### src/rtl/iiitb_sysarr_stream.sv
// ---------------------------------------------------------------------------
// iiitb_sysarr_stream
//
// Streaming diagonal systolic dot-product array. Each accepted beat carries
// ODR operand pairs. Lane k passes through k skew registers before reaching
// PE k, so PE k adds lane k's product one cycle after PE k-1 has added its
// own. The partial sum therefore ripples down the chain together with the
// beat's valid/last bits. The tail of the chain feeds an accumulator that
// sums consecutive beats until a beat marked in_last closes the dot product.
// That closing sum is loaded into the output register.
//
// Ports
//   clk        rising-edge clock
//   rst_n      asynchronous active-low reset
//   in_valid   a beat is offered on in_a/in_b/ker_len/in_last
//   in_ready   the beat is taken when in_valid & in_ready at a rising edge
//   in_a       lane k operand A = in_a[k*DW +: DW] (unsigned)
//   in_b       lane k operand B = in_b[k*DW +: DW] (unsigned)
//   ker_len    number of active lanes for this beat (values above ODR act as ODR)
//   in_last    this beat closes the current dot product
//   out_valid  out_data holds a result
//   out_ready  the result is consumed when out_valid & out_ready at a rising edge
//   out_data   accumulated dot product, modulo 2^ACCW
// ---------------------------------------------------------------------------
module iiitb_sysarr_stream #(
    parameter int DW   = 8,
    parameter int ODR  = 4,
    parameter int KLW  = $clog2(ODR + 1),
    parameter int ACCW = 2 * DW + $clog2(ODR)
) (
    input  logic                clk,
    input  logic                rst_n,
    input  logic                in_valid,
    output logic                in_ready,
    input  logic [ODR*DW-1:0]   in_a,
    input  logic [ODR*DW-1:0]   in_b,
    input  logic [KLW-1:0]      ker_len,
    input  logic                in_last,
    output logic                out_valid,
    input  logic                out_ready,
    output logic [ACCW-1:0]     out_data
);

    // A result that is held because the consumer is not ready freezes the
    // whole pipeline. Freezing everything, rather than just the output,
    // guarantees that no beat is lost or duplicated.
    logic stall;

    // Operands and lane enables as they arrive at each PE (after skew)
    logic [DW-1:0]   pe_a    [ODR];
    logic [DW-1:0]   pe_b    [ODR];
    logic            pe_en   [ODR];
    logic [ACCW-1:0] pe_prod [ODR];

    // Lane enables for the beat currently presented at the input
    logic [ODR-1:0]  lane_en;

    // PE chain state
    logic [ACCW-1:0] psum_q [ODR];
    logic [ACCW-1:0] psum_d [ODR];
    logic [ODR-1:0]  vld_q, vld_d;
    logic [ODR-1:0]  lst_q, lst_d;

    // Accumulator and output register
    logic [ACCW-1:0] acc_q, acc_d;
    logic [ACCW-1:0] out_data_q, out_data_d;
    logic            out_valid_q, out_valid_d;
    logic [ACCW-1:0] fin_sum;

    assign stall     = out_valid_q & ~out_ready;
    assign in_ready  = ~stall;
    assign out_valid = out_valid_q;
    assign out_data  = out_data_q;

    // Lane enables are decided at the input, with the beat's own ker_len.
    // They then travel with the skewed operands. That lets ker_len change
    // on every beat without affecting beats already in flight. Because the
    // compare uses the full integer value, a ker_len above ODR enables
    // every lane.
    always_comb begin
        lane_en = '0;
        for (int k = 0; k < ODR; k++) begin
            lane_en[k] = (k < int'(ker_len));
        end
    end

    // Lane 0 has no skew; it feeds PE 0 straight from the input port.
    assign pe_a[0]  = in_a[DW-1:0];
    assign pe_b[0]  = in_b[DW-1:0];
    assign pe_en[0] = lane_en[0];

    // Lanes 1..ODR-1 each get a private k-deep shift register for A, B and
    // the lane enable. The register holds during a stall, like the rest of
    // the pipe.
    for (genvar k = 1; k < ODR; k++) begin : g_lane
        logic [DW-1:0] skew_a_q [k];
        logic [DW-1:0] skew_a_d [k];
        logic [DW-1:0] skew_b_q [k];
        logic [DW-1:0] skew_b_d [k];
        logic          skew_en_q [k];
        logic          skew_en_d [k];

        // Next state of this lane's skew chain
        always_comb begin
            skew_a_d  = skew_a_q;
            skew_b_d  = skew_b_q;
            skew_en_d = skew_en_q;
            if (!stall) begin
                skew_a_d[0]  = in_a[k*DW +: DW];
                skew_b_d[0]  = in_b[k*DW +: DW];
                skew_en_d[0] = lane_en[k];
                for (int j = 1; j < k; j++) begin
                    skew_a_d[j]  = skew_a_q[j-1];
                    skew_b_d[j]  = skew_b_q[j-1];
                    skew_en_d[j] = skew_en_q[j-1];
                end
            end
        end

        // Skew chain registers, cleared so that no stale operand can leak
        // into a result after reset
        always_ff @(posedge clk or negedge rst_n) begin
            if (!rst_n) begin
                for (int j = 0; j < k; j++) begin
                    skew_a_q[j]  <= '0;
                    skew_b_q[j]  <= '0;
                    skew_en_q[j] <= 1'b0;
                end
            end else begin
                skew_a_q  <= skew_a_d;
                skew_b_q  <= skew_b_d;
                skew_en_q <= skew_en_d;
            end
        end

        assign pe_a[k]  = skew_a_q[k-1];
        assign pe_b[k]  = skew_b_q[k-1];
        assign pe_en[k] = skew_en_q[k-1];
    end

    // Masking is applied to the product, not to the operands. A disabled
    // lane contributes exactly zero, whatever its operands are.
    always_comb begin
        for (int k = 0; k < ODR; k++) begin
            pe_prod[k] = pe_en[k]
                       ? ACCW'({{DW{1'b0}}, pe_a[k]} * {{DW{1'b0}}, pe_b[k]})
                       : '0;
        end
    end

    // PE chain: PE k adds its product to the sum that PE k-1 produced on
    // the previous edge. The valid and last bits shift one stage per edge,
    // so they stay aligned with their partial sum. Bubbles (in_valid=0)
    // enter as invalid stages, so the accumulator ignores them.
    always_comb begin
        psum_d = psum_q;
        vld_d  = vld_q;
        lst_d  = lst_q;
        if (!stall) begin
            psum_d[0] = pe_prod[0];
            vld_d[0]  = in_valid;
            lst_d[0]  = in_last;
            for (int k = 1; k < ODR; k++) begin
                psum_d[k] = psum_q[k-1] + pe_prod[k];
                vld_d[k]  = vld_q[k-1];
                lst_d[k]  = lst_q[k-1];
            end
        end
    end

    // PE chain registers. Clearing the valid bits on reset discards every
    // beat that was in flight.
    always_ff @(posedge clk or negedge rst_n) begin
        if (!rst_n) begin
            for (int k = 0; k < ODR; k++) begin
                psum_q[k] <= '0;
            end
            vld_q <= '0;
            lst_q <= '0;
        end else begin
            psum_q <= psum_d;
            vld_q  <= vld_d;
            lst_q  <= lst_d;
        end
    end

    // Beat total folded into the running kernel sum; wraps modulo 2^ACCW
    assign fin_sum = acc_q + psum_q[ODR-1];

    // Accumulator and output register. When the pipe is not stalled, the
    // current result has either been consumed or was never present. So
    // out_valid falls, unless a closing beat loads a new result on the same
    // edge. In that case the new value replaces the old one, and out_valid
    // stays high.
    always_comb begin
        acc_d       = acc_q;
        out_data_d  = out_data_q;
        out_valid_d = out_valid_q;
        if (!stall) begin
            out_valid_d = 1'b0;
            if (vld_q[ODR-1]) begin
                if (lst_q[ODR-1]) begin
                    out_data_d  = fin_sum;
                    out_valid_d = 1'b1;
                    acc_d       = '0;
                end else begin
                    acc_d = fin_sum;
                end
            end
        end
    end

    // Accumulator and output registers
    always_ff @(posedge clk or negedge rst_n) begin
        if (!rst_n) begin
            acc_q       <= '0;
            out_data_q  <= '0;
            out_valid_q <= 1'b0;
        end else begin
            acc_q       <= acc_d;
            out_data_q  <= out_data_d;
            out_valid_q <= out_valid_d;
        end
    end

endmodule

### config.mk
export PLATFORM = sky130hd
export DESIGN_NAME = iiitb_sysarr_stream
export DESIGN_NICKNAME = d
export VERILOG_FILES = /design/src/rtl/iiitb_sysarr_stream.sv
export SDC_FILE = /design/constraint.sdc
export NUM_CORES = 1
export LEC_CHECK = 0
export ABC_AREA = 1
export CORE_AREA = 2 2 267 269
export CTS_CLUSTER_SIZE = 24
export DETAILED_ROUTE_END_ITERATION = 12
export DIE_AREA = 0 0 269 271
export PLACE_DENSITY = 0.57
export SLEW_MARGIN = 20
export SYNTH_ARGS = -nofsm -noshare
export SYNTH_HDL_FRONTEND = slang
export SYNTH_SLANG_ARGS = --single-unit
### constraint.sdc
create_clock -name clk -period 5.4 [get_ports clk]
set_input_delay 1.62 -clock clk [delete_from_list [all_inputs] [get_ports clk]]
set_output_delay 1.62 -clock clk [all_outputs]
set_load 0.005 [all_outputs]
==> results of run 1 <==
## final cells by class
type	instances	share of cell area (%)
sequential	216	22.3
clock buffer	38	3.11
inverter	546	8.46
tap	940	4.84
timing repair buffer	183	6.72
clock inverter	9	0.494
multi-input combinational	2039	54.0
## state kept, by name, summed over array words and instances (netlist names)
name              flops
acc_q                18
g_lane.skew_a_q      48
g_lane.skew_b_q      48
g_lane.skew_en_q      6
lst_q                 4
out_data             18
out_valid             1
psum_q               69
vld_q                 4
## layer usage
layer | vias up | part of all wire (%) | wire length (um)
li1 | 9044 | - | -
met1 | 8170 | 47 | 23400
met2 | 156 | 48 | 24000
met3 | 52 | 2.7 | 1340
met4 | 2 | 2.3 | 1140
met5 | - | 0.022 | 11
## final timing paths
| path | from | endpoint | slack [ns] | cells after the start |
|---|---|---|---|---|
| max in group asynchronous | rst_n | g_lane[3].skew_a_q[4] | 3.40 | 2 |
| worst max register to register | g_lane[1].skew_b_q[7] | psum_q[51] | 0.30 | 23 |
| min in group asynchronous | rst_n | g_lane[3].skew_b_q[9] | 1.02 | 1 |
| worst max-delay path | in_a[1] | psum_q[69] | 0.29 | 16 |
| worst min register to register | g_lane[3].skew_a_q[9] | g_lane[3].skew_a_q[1] | 0.47 | 2 |
| worst min-delay path | g_lane[3].skew_a_q[9] | g_lane[3].skew_a_q[1] | 0.47 | 2 |
## layout by cell type, fill, tap and decap left out, types with 9 or more instances in the layout
cell                              instances
sky130_fd_sc_hd__xnor2_1                 23
sky130_fd_sc_hd__nand4_1                  9
sky130_fd_sc_hd__nand2_1               1058
sky130_fd_sc_hd__o21ai_1                 29
sky130_fd_sc_hd__a21oi_2                 26
sky130_fd_sc_hd__nor3_1                  17
sky130_fd_sc_hd__dfrtp_1                197
sky130_fd_sc_hd__clkbuf_16               26
sky130_fd_sc_hd__xor2_1                  15
sky130_fd_sc_hd__ha_1                   195
sky130_fd_sc_hd__nand3b_1                20
sky130_fd_sc_hd__nand3_1                124
sky130_fd_sc_hd__o21ai_0                 81
sky130_fd_sc_hd__inv_1                  541
sky130_fd_sc_hd__a21oi_1                 87
sky130_fd_sc_hd__and2_1                   9
sky130_fd_sc_hd__fa_1                   148
sky130_fd_sc_hd__dfrtp_2                 19
sky130_fd_sc_hd__buf_4                   90
sky130_fd_sc_hd__nor2_1                 122
sky130_fd_sc_hd__clkdlybuf4s50_1         90
## worst reg2reg max path: cells and delay by family (launching register included)
kind | cells | cell delay [ns]
compound gates | 6 | 0.98
fa+ha+maj | 6 | 2.73
buf+inv | 5 | 0.28
flops | 1 | 0.45
simple gates | 6 | 0.55
## synthesized netlist by cell type
master	count	area (um2)
sky130_fd_sc_hd__a32o_1	1	10.0
sky130_fd_sc_hd__nor3b_1	1	7.51
sky130_fd_sc_hd__fa_1	148	2960
sky130_fd_sc_hd__o21a_1	5	37.5
sky130_fd_sc_hd__o21bai_1	7	52.6
sky130_fd_sc_hd__o21ai_2	5	43.8
sky130_fd_sc_hd__o31ai_1	1	7.51
sky130_fd_sc_hd__ha_1	209	2620
sky130_fd_sc_hd__o21ai_0	93	465
sky130_fd_sc_hd__xnor2_1	23	201
sky130_fd_sc_hd__or2_1	1	6.26
sky130_fd_sc_hd__a21o_1	7	52.6
sky130_fd_sc_hd__dfrtp_1	216	5410
sky130_fd_sc_hd__xor2_1	15	131
sky130_fd_sc_hd__nand4_1	9	56.3
sky130_fd_sc_hd__a21oi_1	115	576
sky130_fd_sc_hd__inv_2	5	18.8
sky130_fd_sc_hd__nand3_2	1	10.0
sky130_fd_sc_hd__nor2_4	3	33.8
sky130_fd_sc_hd__nand3_1	124	621
sky130_fd_sc_hd__clkbuf_1	81	304
sky130_fd_sc_hd__a22o_1	6	52.6
sky130_fd_sc_hd__a22oi_1	1	7.51
sky130_fd_sc_hd__buf_1	1	3.75
sky130_fd_sc_hd__nor2_1	129	484
sky130_fd_sc_hd__nor2_2	1	6.26
sky130_fd_sc_hd__nor3_1	18	90.1
sky130_fd_sc_hd__nand3b_1	20	150
sky130_fd_sc_hd__nand2_1	1062	3990
sky130_fd_sc_hd__o21ai_1	19	95.1
sky130_fd_sc_hd__buf_6	1	11.3
sky130_fd_sc_hd__buf_4	1	7.51
sky130_fd_sc_hd__buf_2	27	135
sky130_fd_sc_hd__a31oi_1	5	31.3
sky130_fd_sc_hd__a211oi_1	1	7.51
sky130_fd_sc_hd__inv_1	541	2030
sky130_fd_sc_hd__and2_1	9	56.3
## cells by family (layout without fill, tap and decap cells)
logic type,after synthesis,count (layout),synth area share [%]
compound gates,266,266,6.93
buf+inv,657,776,12.1
simple gates,1378,1378,26.5
flops,216,216,26.0
fa+ha+maj,357,357,26.9
xor+xnor,38,38,1.60
## stage by stage
stage | cells | setup slack, ns
final | 3971 | 0.287
after global routing | 3971 | -0.0247
after CTS | 3962 | 0.0862
after detailed placement | 3915 | -0.329
after global placement | 3915 | -0.304
after floorplan | 2912 | 0.267
## what timing repair did
| action | CTS | global route |
|---|---|---|
| endpoints found under the hold margin | 0 | 0 |
| setup buffers | 0 | 9 |
| gates resized for setup | 0 | 93 |
| hold buffers | 0 | 0 |
| setup endpoints to repair | 0 | 26 |
==> impl.org, run 1 <==
** Run status
- The flow ran to the end, and the final reports show no timing, DRC or antenna violations.

** Die
- Number of primary I/O pins :: 92
- Die Height :: between 200 and 300 um
- Initial core utilization :: 29.8%
- Standard-cell row count :: 97
- The die is between 200 and 300 um wide.
- Area of the core :: 69800 um2
- The die covers about 73000 um2.

** Synth
- The netlist uses 37 different library cells.
- During synthesis, Yosys emitted a total of 0 warnings.
- The number of nets handed over by synthesis was between 3000 and 4000.
- Mapped Cells :: between 2000 and 3000
- After synthesis, the mean cell area works out to 7.13 um2.
- The synthesized netlist occupies a cell area of just over 20000 um2.
- Synthesis inferred ~220 register bits.
- Portion of the post-synthesis area used by sequential elements :: 26.0%

** STA
- The count of endpoints failing hold in the final timing report was 0.
- The worst path needs around 5.1 ns of the cycle, external delays included.
- Setup violators final :: 0
- For this run, the top clock speed supported by timing is 0.196 GHz.
- Slew Viols, Final :: 0
- The tightest hold path in the finished design has a slack of between 0.4 and 0.5 ns.
- Setup total negative slack :: 0 ns
- After layout, the worst path uses a little over nine tenths of the clock period.
- Worst relative slew slack :: roughly 45%
- Setup skew after layout :: approximately 0.019 ns
- For the pin with the worst max-slew slack, the measured transition is 0.823 ns.

** CTS
- Clock transition at path regs :: 0.06 ns
- TritonCTS Buffers :: 26
- For the worst-skew pair, the clock arrives at the later sink with an insertion delay of between 0.5 and 0.6 ns.
- In this run the clock root is driven by a sky130_fd_sc_hd__clkbuf_16.
- The clock net in this run drives a total of 216 sinks.
- CTS built an H-tree with a depth of 1.
- TritonCTS built the clock tree.
- Clock Path Buffers :: 3

** Global routing
- The via count of the first global-routing pass came to about 18000.
- Entering global routing, the biggest net connects 156 pins.
- For this run, global-route usage on met1 was measured as 18.7%.
- The first global-routing pass estimated approximately 86 mm of wire.
- Total grt overflow :: 0
- Overall Global Routing Usage :: 14.2%
- Met3 demand-to-capacity share in global routing :: between 1 and 1.5%
- Initial antenna violation count :: 1
- Layer with the highest usage after global routing :: met2
- For this run, global-route usage on met2 was measured as ~25%.

** Layout
- Summing all flip-flop and latch instances after layout gives 5430 um2.
- Net count of the finished layout :: 3441
- Post-synthesis to final-layout area growth :: 16.9%
- The repair_antennas step left the layout with diodes totalling 0.
- Number of fill cells in the layout :: approximately 7500
- In the final layout, the share of cells above drive strength 1 is 7.39%.
- Once layout is done, the placed cells without fillers occupy 24300 um2.
- In the final layout, the multi-input gates occupy ~13000 um2.
- At the end of the flow the core is filled with cells to between 30% and 40%.

** Hold path
- Worst min-delay path class :: flip-flop to flip-flop

** Setup path
- Critical path's top delay family :: adder cells
- In this design, the stage delay of the slowest critical-path cell is 0.61 ns.
- For the worst setup path, the data required time is between 5 and 6 ns.
- Slowest cell on the critical path :: sky130_fd_sc_hd__clkdlybuf4s50_1
- Critical path cell sequence :: clkdlybuf4s50_1, nand2_1, fa_1, inv_1, fa_1, fa_1, fa_1, ha_1, a21oi_1, nor2_1, nor2_1, nand2_1, nand2_1, nand3b_1, nand3_1, nand2_1
- The worst setup path is captured at a flip-flop.
- The worst setup path is of the input port to flip-flop kind.
- WP data arrival :: 5.57 ns
- Number of buffers and inverters on the critical path :: 2
- Along the worst path, the maximum fanout reaches 5.
- Worst setup SP type :: input port

** Placed design
- Placer's final routability congestion estimate :: around 0.86
- The HPWL after detailed placement is between 30 and 40 mm.
- In this run the tool buffered the top-level ports with 91 buffer cells.
- In this run the cell area measured after placement is about 23000 um2.

** Drt
- In the final routed layout, each cell accounts on average for approximately 13 um.
- Detailed Route WL :: ~50 mm
- In this run, the number of DRC markers left after iteration 0 of detailed routing was roughly 800.
- Once detail routing completed, the nets flagged for antenna violations numbered 0.
- Drt drc :: 0
- The pre-antenna-repair detailed-routing pass consisted of 7 iterations.
- For this block, the via count after detailed routing is about 17000.
- In the routed layout, each cell is associated on average with a via count of approximately 4.4.

** Job
- Number of maximum-capacitance violations :: 0
Power of run 1 is left out: the tool's default activity adds up to more than one toggle a clock period on the data nets, which glitch-free logic cannot reach.
==> inputs of run 2 (changes only) <==
CORE_AREA = 2 2 281 255   (was 2 2 267 269)
CTS_CLUSTER_SIZE = unset   (was 24)
DIE_AREA = 0 0 283 257   (was 0 0 269 271)
==> run 2 against run 1 <==
Global-route usage decreased by 0.23 points; cell count about the same; register-to-register slack is essentially flat; worst hold slack got worse by 0.0042 ns; clock-buffer cell count decreased by 1; setup slack got worse by 0.0089 ns; critical path depth is the same; clock skew rose by 0.0059 ns; via count about the same.
==> impl.org, run 2 (synthesis results as in run 1) <==
** Run status
- The flow ran to the end, and the final reports show no timing, DRC or antenna violations.

** Global routing
- Initial antenna violation count :: 0
- Total grt overflow :: 0
- Overall Global Routing Usage :: roughly 14%
- Via count of the first global-routing pass :: ~18000
- The first global-routing pass estimated 86.1 mm of wire.
- Entering global routing, the biggest net connects 190 pins.

** Layout
- Counting flops per register, the top entry is psum_q.
- After filler insertion, the fill cell instance count of the layout stands at roughly 7400.
- Max reg flops :: 69
- At the end of the flow, the number of nets in the layout was approximately 3400.
- Commonest non-fill, non-tap cell in the layout :: sky130_fd_sc_hd__nand2_1
- In the final layout, the share of cells above drive strength 1 is approximately 7.4%.
- Post-route design area :: ~24000 um2
- Biggest registers after layout :: psum_q x69, g_lane.skew_a_q x48, g_lane.skew_b_q x48
- Post-synthesis to final-layout area growth :: 17.1%
- The number of antenna diodes in the final layout is 0.
- Most frequent cells in the layout :: sky130_fd_sc_hd__nand2_1, sky130_fd_sc_hd__inv_1, sky130_fd_sc_hd__ha_1, sky130_fd_sc_hd__dfrtp_1, sky130_fd_sc_hd__fa_1

** Hold path
- Worst min-delay path class :: flip-flop to flip-flop
- Counting instances, the worst hold path has a depth of 2.

** Setup path
- The worst setup path is captured at a flip-flop.
- Largest incremental delay on the critical path :: 0.69 ns
- Walking the worst path, the cells encountered are clkdlybuf4s50_1, nand2_1, fa_1, inv_1, fa_1, fa_1, fa_1, ha_1, a21oi_1, nor2_1, nor2_1, nand2_1, nand2_1, nand3b_1, nand3_1, nand2_1.
- In this run the worst setup path terminates at psum_q[69].
- Reg2Reg Depth :: 24
- Launch point of the worst reg-to-reg path :: g_lane[1].skew_b_q[4]
- Worst setup SP type :: input port
- The setup path with the least slack is of type input port to flip-flop.
- Data on the critical path is required at its endpoint by 5.87 ns.
- WP data arrival :: ~5.6 ns
- In this run the worst path has a maximum fanout of 8.
- Origin of the worst setup path :: in_b[2]
- The endpoint identified for the worst register-to-register timing path is psum_q[51].
- The setup check on the worst reg-to-reg path leaves a slack of between 0.2 and 0.3 ns.
- Slowest cell on the critical path :: sky130_fd_sc_hd__clkdlybuf4s50_1

** STA
- For the pin with the worst max-slew slack, the measured transition is roughly 0.86 ns.
- The routed design could run at a clock period as short as 5.12 ns.
- Setup violations remaining at the end of the flow were counted as 0.
- Derived from the worst setup path, the maximum achievable clock frequency is around 0.20 GHz.
- Worst relative slew slack :: 42.6%
- Across all hold checks on the routed design, the worst slack comes to ~0.46 ns.
- Setup skew after layout :: approximately 0.024 ns
- Slew Viols, Final :: 0
- Once routing completed, OpenROAD measured the worst setup slack at 0.278 ns.
- Endpoints failing hold :: 0
- Of the available clock period, the critical path in the final layout requires between 90% and 100%.

** Die
- Width of the die :: 283 um
- 92 I/O pins were placed.
- Area of the die :: 72700 um2
- Die Height :: around 260 um
- The initial utilization of the core area, before any placement, comes to 29.8%.
- Standard-cell row count :: 92
- Area of the core :: between 60000 and 70000 um2

** Drt
- Summed over all layers, the routed wires come to 49.6 mm.
- Average wire per cell in the routed design :: about 12 um
- Post-detailed-route via-to-cell ratio :: 4.39
- The first routing iteration left roughly 930 violations.
- Drt drc :: 0
- Routed via count :: between 15000 and 20000
- Antenna-violating nets left :: 0
- Number of optimization iterations in the first detailed-route pass :: 5

** CTS
- In this run the number of H-tree levels came out at 1.
- Clock latency on the worst-skew pair, taken at its later pin, is 0.59 ns.
- Root buffer selected by CTS :: sky130_fd_sc_hd__clkbuf_16
- Clock Path Buffers :: 3
- The clock drives 216 sinks.
- In this run, post-CTS hold repair placed 0 buffers.
- Clock tree from TritonCTS :: yes
- TritonCTS Buffers :: 28
- After clock tree synthesis, the clock-pin slew on the worst setup and hold paths is 0.06 ns.

** Job
- Across the run, the number of max-cap violations was 0.

** Placed design
- The HPWL after detailed placement is 38.7 mm.
- DP Area :: ~23000 um2
- Timing analysis after detailed placement gives a worst setup slack of -0.296 ns.
- Input and output buffers added on the ports amount to between 90 and 100.
- Placer's final routability congestion estimate :: 0.831
run 2: cell types whose count changed in the layout (fill, tap and decap cells not counted), moves of 3 or more:
cell / before / now
sky130_fd_sc_hd__buf_4: 90 / 84
sky130_fd_sc_hd__clkbuf_1: 6 / 3
sky130_fd_sc_hd__o21ai_1: 29 / 34
sky130_fd_sc_hd__o21ai_0: 81 / 77
sky130_fd_sc_hd__nor2_2: 7 / 10
sky130_fd_sc_hd__a21oi_1: 87 / 90
run 2: cell type report:
type	count	area (um2)	share of cell area, %
Multi-Input combinational cell	2039	13100	53.8
Clock buffer	37	795	3.27
Clock inverter	14	190	0.782
Inverter	546	2050	8.44
Timing Repair Buffer	177	1590	6.52
Sequential cell	216	5430	22.3
Tap cell	940	1180	4.83
run 2: worst max-delay path: cells and delay by family:
family | cells | cell delay [ns]
adder cells (fa/ha/maj) | 5 | 2.32
AO/OA/AOI/OAI | 1 | 0.22
AND/OR/NAND/NOR | 8 | 0.69
buffers and inverters | 2 | 0.74
run 2: metal layers:
metal  part of all wire (%)  global-route usage, %  up-vias  routed length, um
li1                       -                      -     9052                  -
met1                     49                   19.1     8168              24100
met2                     47                   24.1      174              23400
met3                    2.7                   1.26       47               1350
met4                    1.3                   2.62        0                656
met5                      0                      0        -                  0
run 2: how the worst min path moves through the flow:
stage                                      start  slack, ns                endpoint
after floorplan            g_lane[2].skew_a_q[9]       0.44   g_lane[2].skew_a_q[1]
after global placement    g_lane[3].skew_a_q[20]       0.45  g_lane[3].skew_a_q[12]
after detailed placement  g_lane[2].skew_b_q[12]       0.46   g_lane[2].skew_b_q[4]
after CTS                 g_lane[2].skew_b_q[15]       0.47   g_lane[2].skew_b_q[7]
after global routing      g_lane[2].skew_a_q[11]       0.48   g_lane[2].skew_a_q[3]
final                     g_lane[3].skew_a_q[11]       0.46   g_lane[3].skew_a_q[3]
run 2: timing repair:
item | CTS | global route
setup buffers | 0 | 6
resized for setup | 0 | 94
setup endpoints to repair | 0 | 26
hold endpoints to repair | 0 | 0
run 2: metrics by stage:
step / TNS [ns] / std cells / utilization (%)
after floorplan: 0 / 2912 / -
after global placement: -1.63 / 3912 / 33.1
after detailed placement: -1.85 / 3912 / 33.1
after CTS: 0 / 3963 / 34.5
after global routing: -0.00948 / 3969 / 34.9
final: 0 / 3969 / 34.9
Power of run 2 is left out for the same reason.
==> inputs of run 3 (changes only) <==
CAP_MARGIN = 20   (was unset)
CORE_AREA = 2 2 196 179   (was 2 2 281 255)
DIE_AREA = 0 0 198 181   (was 0 0 283 257)
PLACE_DENSITY = 0.93   (was 0.57)
SLEW_MARGIN = 5   (was 20)
==> run 3 against run 2 <==
Flip-flop and latch count did not move; core utilization increased by 36 points; clock skew shrank 0.014 ns; first-iteration DRC count up 65%; register-to-register slack got worse by 0.09 ns; clock-buffer cell count fell by 2; critical path depth is 7 higher; setup slack lost 0.077 ns; cell count shrank 12%; critical endpoint is now psum_q[47].
==> impl.org, run 3 (synthesis results as in run 1) <==
** Die
- Measured along the y axis, the die boundary spans between 150 and 200 um.
- Area of the core :: 33700 um2
- From left edge to right edge, the die measures about 200 um.
- Initial core utilization :: 61.6%
- Area of the die :: between 30000 and 40000 um2
- Standard-cell row count :: between 60 and 70
- Number of primary I/O pins :: just over 90

** Global routing
- Entering global routing, the biggest net connects roughly 150 pins.
- Total grt overflow :: 0
- Initial antenna violation count :: 0
- First-pass GRT wire length :: between 80 and 90 mm
- In the global route stage, overall resource usage came out at 28.2%.
- The via count of the first global-routing pass came to ~18000.

** STA
- Measured slew at the worst slew-check pin :: about 1.1 ns
- Dividing the final minimum period by the clock period gives 96.3%.
- Least setup slack across all paths after layout :: between 0.2 and 0.25 ns
- Headroom to the max-slew limit came out at 28.9%.
- Setup violations remaining at the end of the flow were counted as 0.
- Achievable clock frequency :: just under 0.2 GHz
- On the final layout, the worst clock skew is about 0.011 ns.
- Slew Viols, Final :: 0
- Endpoints failing hold :: 0
- Summed over all failing endpoints, the final setup total negative slack is 0 ns.
- Final critical delay including setup and external delays :: around 5.2 ns

** CTS
- For this design, the sink count on the clock tree is approximately 220.
- CTS built an H-tree with a depth of 1.
- Post-CTS Hold Fix Bufs :: 0
- Clock latency on the worst-skew pair, taken at its later pin, is 0.53 ns.
- The clock passes through at most 3 buffers.
- Clock tree from TritonCTS :: yes
- TritonCTS Buffers :: 26
- The tree is rooted in a sky130_fd_sc_hd__clkbuf_16.
- Clock-pin slew was measured on the worst setup and hold paths at ~0.060 ns.

** Drt
- Average wire per cell in the routed design :: about 15 um
- The first TritonRoute pass finished after 7 iterations.
- Detailed Route WL :: 50.7 mm
- Routed via count :: 18598
- Post-detailed-route via-to-cell ratio :: approximately 5.3
- Number of violations reported at the end of detailed-routing iteration 0 :: about 1500
- Drt drc :: 0
- The count of nets left with antenna violations once routing finished came out at 0.

** Setup path
- Data arrives at the worst endpoint at about 5.6 ns.
- Critical path required time :: approximately 5.8 ns
- STA classifies the critical path endpoint as a flip-flop.
- In this run the critical register-to-register path is launched from g_lane[1].skew_b_q[4].
- The critical path starts at g_lane[1].skew_b_q[4].
- Along the worst path, the maximum fanout reaches 7.
- The worst setup path is of the flip-flop to flip-flop kind.
- For flop-to-flop paths, the worst setup slack is around 0.2 ns.
- Counting cells, the worst reg-to-reg path comes to 23.
- The endpoint identified for the worst register-to-register timing path is psum_q[47].
- The worst setup path is launched from a flip-flop.
- In this run the worst setup path terminates at psum_q[47].

** Layout
- Most flop-heavy register :: psum_q
- Max reg flops :: 69
- Post-synthesis to final-layout area growth :: 14.4%
- Antenna Cells :: 0
- Net count of the finished layout :: 3432
- Of the cells placed in the final design, the portion with a size suffix greater than 1 is around 7.7%.
- Area used by multi-input combinational logic :: roughly 13000 um2
- Commonest non-fill, non-tap cell in the layout :: sky130_fd_sc_hd__nand2_1
- The library cells used most frequently in the layout, excluding fill and tap cells, are sky130_fd_sc_hd__nand2_1, sky130_fd_sc_hd__inv_1, sky130_fd_sc_hd__ha_1, sky130_fd_sc_hd__dfrtp_1, sky130_fd_sc_hd__fa_1.
- Biggest registers after layout :: psum_q x69, g_lane.skew_a_q x48, g_lane.skew_b_q x48
- Number of fill cells in the layout :: roughly 2600
- Area taken by flip-flops and latches :: between 5000 and 6000 um2

** Hold path
- In this run the most critical hold path is launched from g_lane[3].skew_b_q[13].
- The tightest min-delay check is of the flip-flop to flip-flop type.

** Job
- Across the run, the number of max-cap violations was 0.

** Run status
- The run finished with clean final reports.

** Placed design
- Detail Placement HPWL :: roughly 38 mm
- DP Worst Slack :: -0.417 ns
- IO Port Bufs :: between 90 and 100
- Placer's final routability congestion estimate :: a little over 0.9
-- run 3: final cells by class --
type / instances / area share, %
multi-input cells: 2039 / 55.5
flip-flops and latches: 216 / 22.9
inverters: 546 / 8.63
repair buffers: 174 / 6.63
clock buffers: 35 / 3.18
well taps: 462 / 2.43
clock inverters: 11 / 0.800
-- run 3: worst min path at each step --
stage                     cells past startpoint  slack [ns]                     end
after floorplan                               2        0.44   g_lane[2].skew_a_q[1]
after global placement                        2        0.45  g_lane[3].skew_a_q[14]
after detailed placement                      2        0.46  g_lane[3].skew_b_q[13]
after CTS                                     2        0.47   g_lane[3].skew_b_q[5]
after global routing                          2        0.49  g_lane[3].skew_b_q[12]
final                                         2        0.47   g_lane[3].skew_b_q[5]
-- run 3: critical path: stages (launching register included) --
cell and delay (ns):
sky130_fd_sc_hd__dfrtp_2 0.45, sky130_fd_sc_hd__buf_4 0.16, sky130_fd_sc_hd__nand2_1 0.05, sky130_fd_sc_hd__inv_1 0.06, sky130_fd_sc_hd__fa_1 0.45, sky130_fd_sc_hd__fa_1 0.50, sky130_fd_sc_hd__ha_1 0.32, sky130_fd_sc_hd__inv_1 0.07
sky130_fd_sc_hd__fa_1 0.53, sky130_fd_sc_hd__inv_1 0.05, sky130_fd_sc_hd__ha_1 0.37, sky130_fd_sc_hd__a21oi_1 0.25, sky130_fd_sc_hd__nand2_1 0.17, sky130_fd_sc_hd__nand2_1 0.10, sky130_fd_sc_hd__nor3b_1 0.38, sky130_fd_sc_hd__ha_1 0.37
sky130_fd_sc_hd__nand2_1 0.15, sky130_fd_sc_hd__nor2_1 0.07, sky130_fd_sc_hd__nor2_1 0.08, sky130_fd_sc_hd__nand2_1 0.11, sky130_fd_sc_hd__nand2_1 0.10, sky130_fd_sc_hd__nand3b_1 0.08, sky130_fd_sc_hd__nand3_1 0.14, sky130_fd_sc_hd__nand2_1 0.07
-- run 3: per-layer routing --
metal	share of wire (%)	track usage [%]	up-vias
li1	-	-	9030
met1	42	36.7	8869
met2	51	49.7	583
met3	5.1	2.84	116
met4	2.5	8.33	0
met5	0	0	-
-- run 3: metrics by stage --
step	util, %	hold slack [ns]	instances	cell area, um2
2_1_floorplan	-	0.442	2912	20800
3_3_place_gp	66.1	0.452	3416	22300
4_1_cts	69.0	0.473	3462	23200
6_report	70.5	0.472	3483	23800
3_5_place_dp	66.1	0.455	3416	22300
5_1_grt	70.5	0.486	3483	23800
-- run 3: timing repair --
action	CTS	global route
endpoints found under the setup margin	1	31
pin swaps	0	15
resized for setup	4	112
buffers inserted	0	21
Power of run 3 is left out for the same reason.
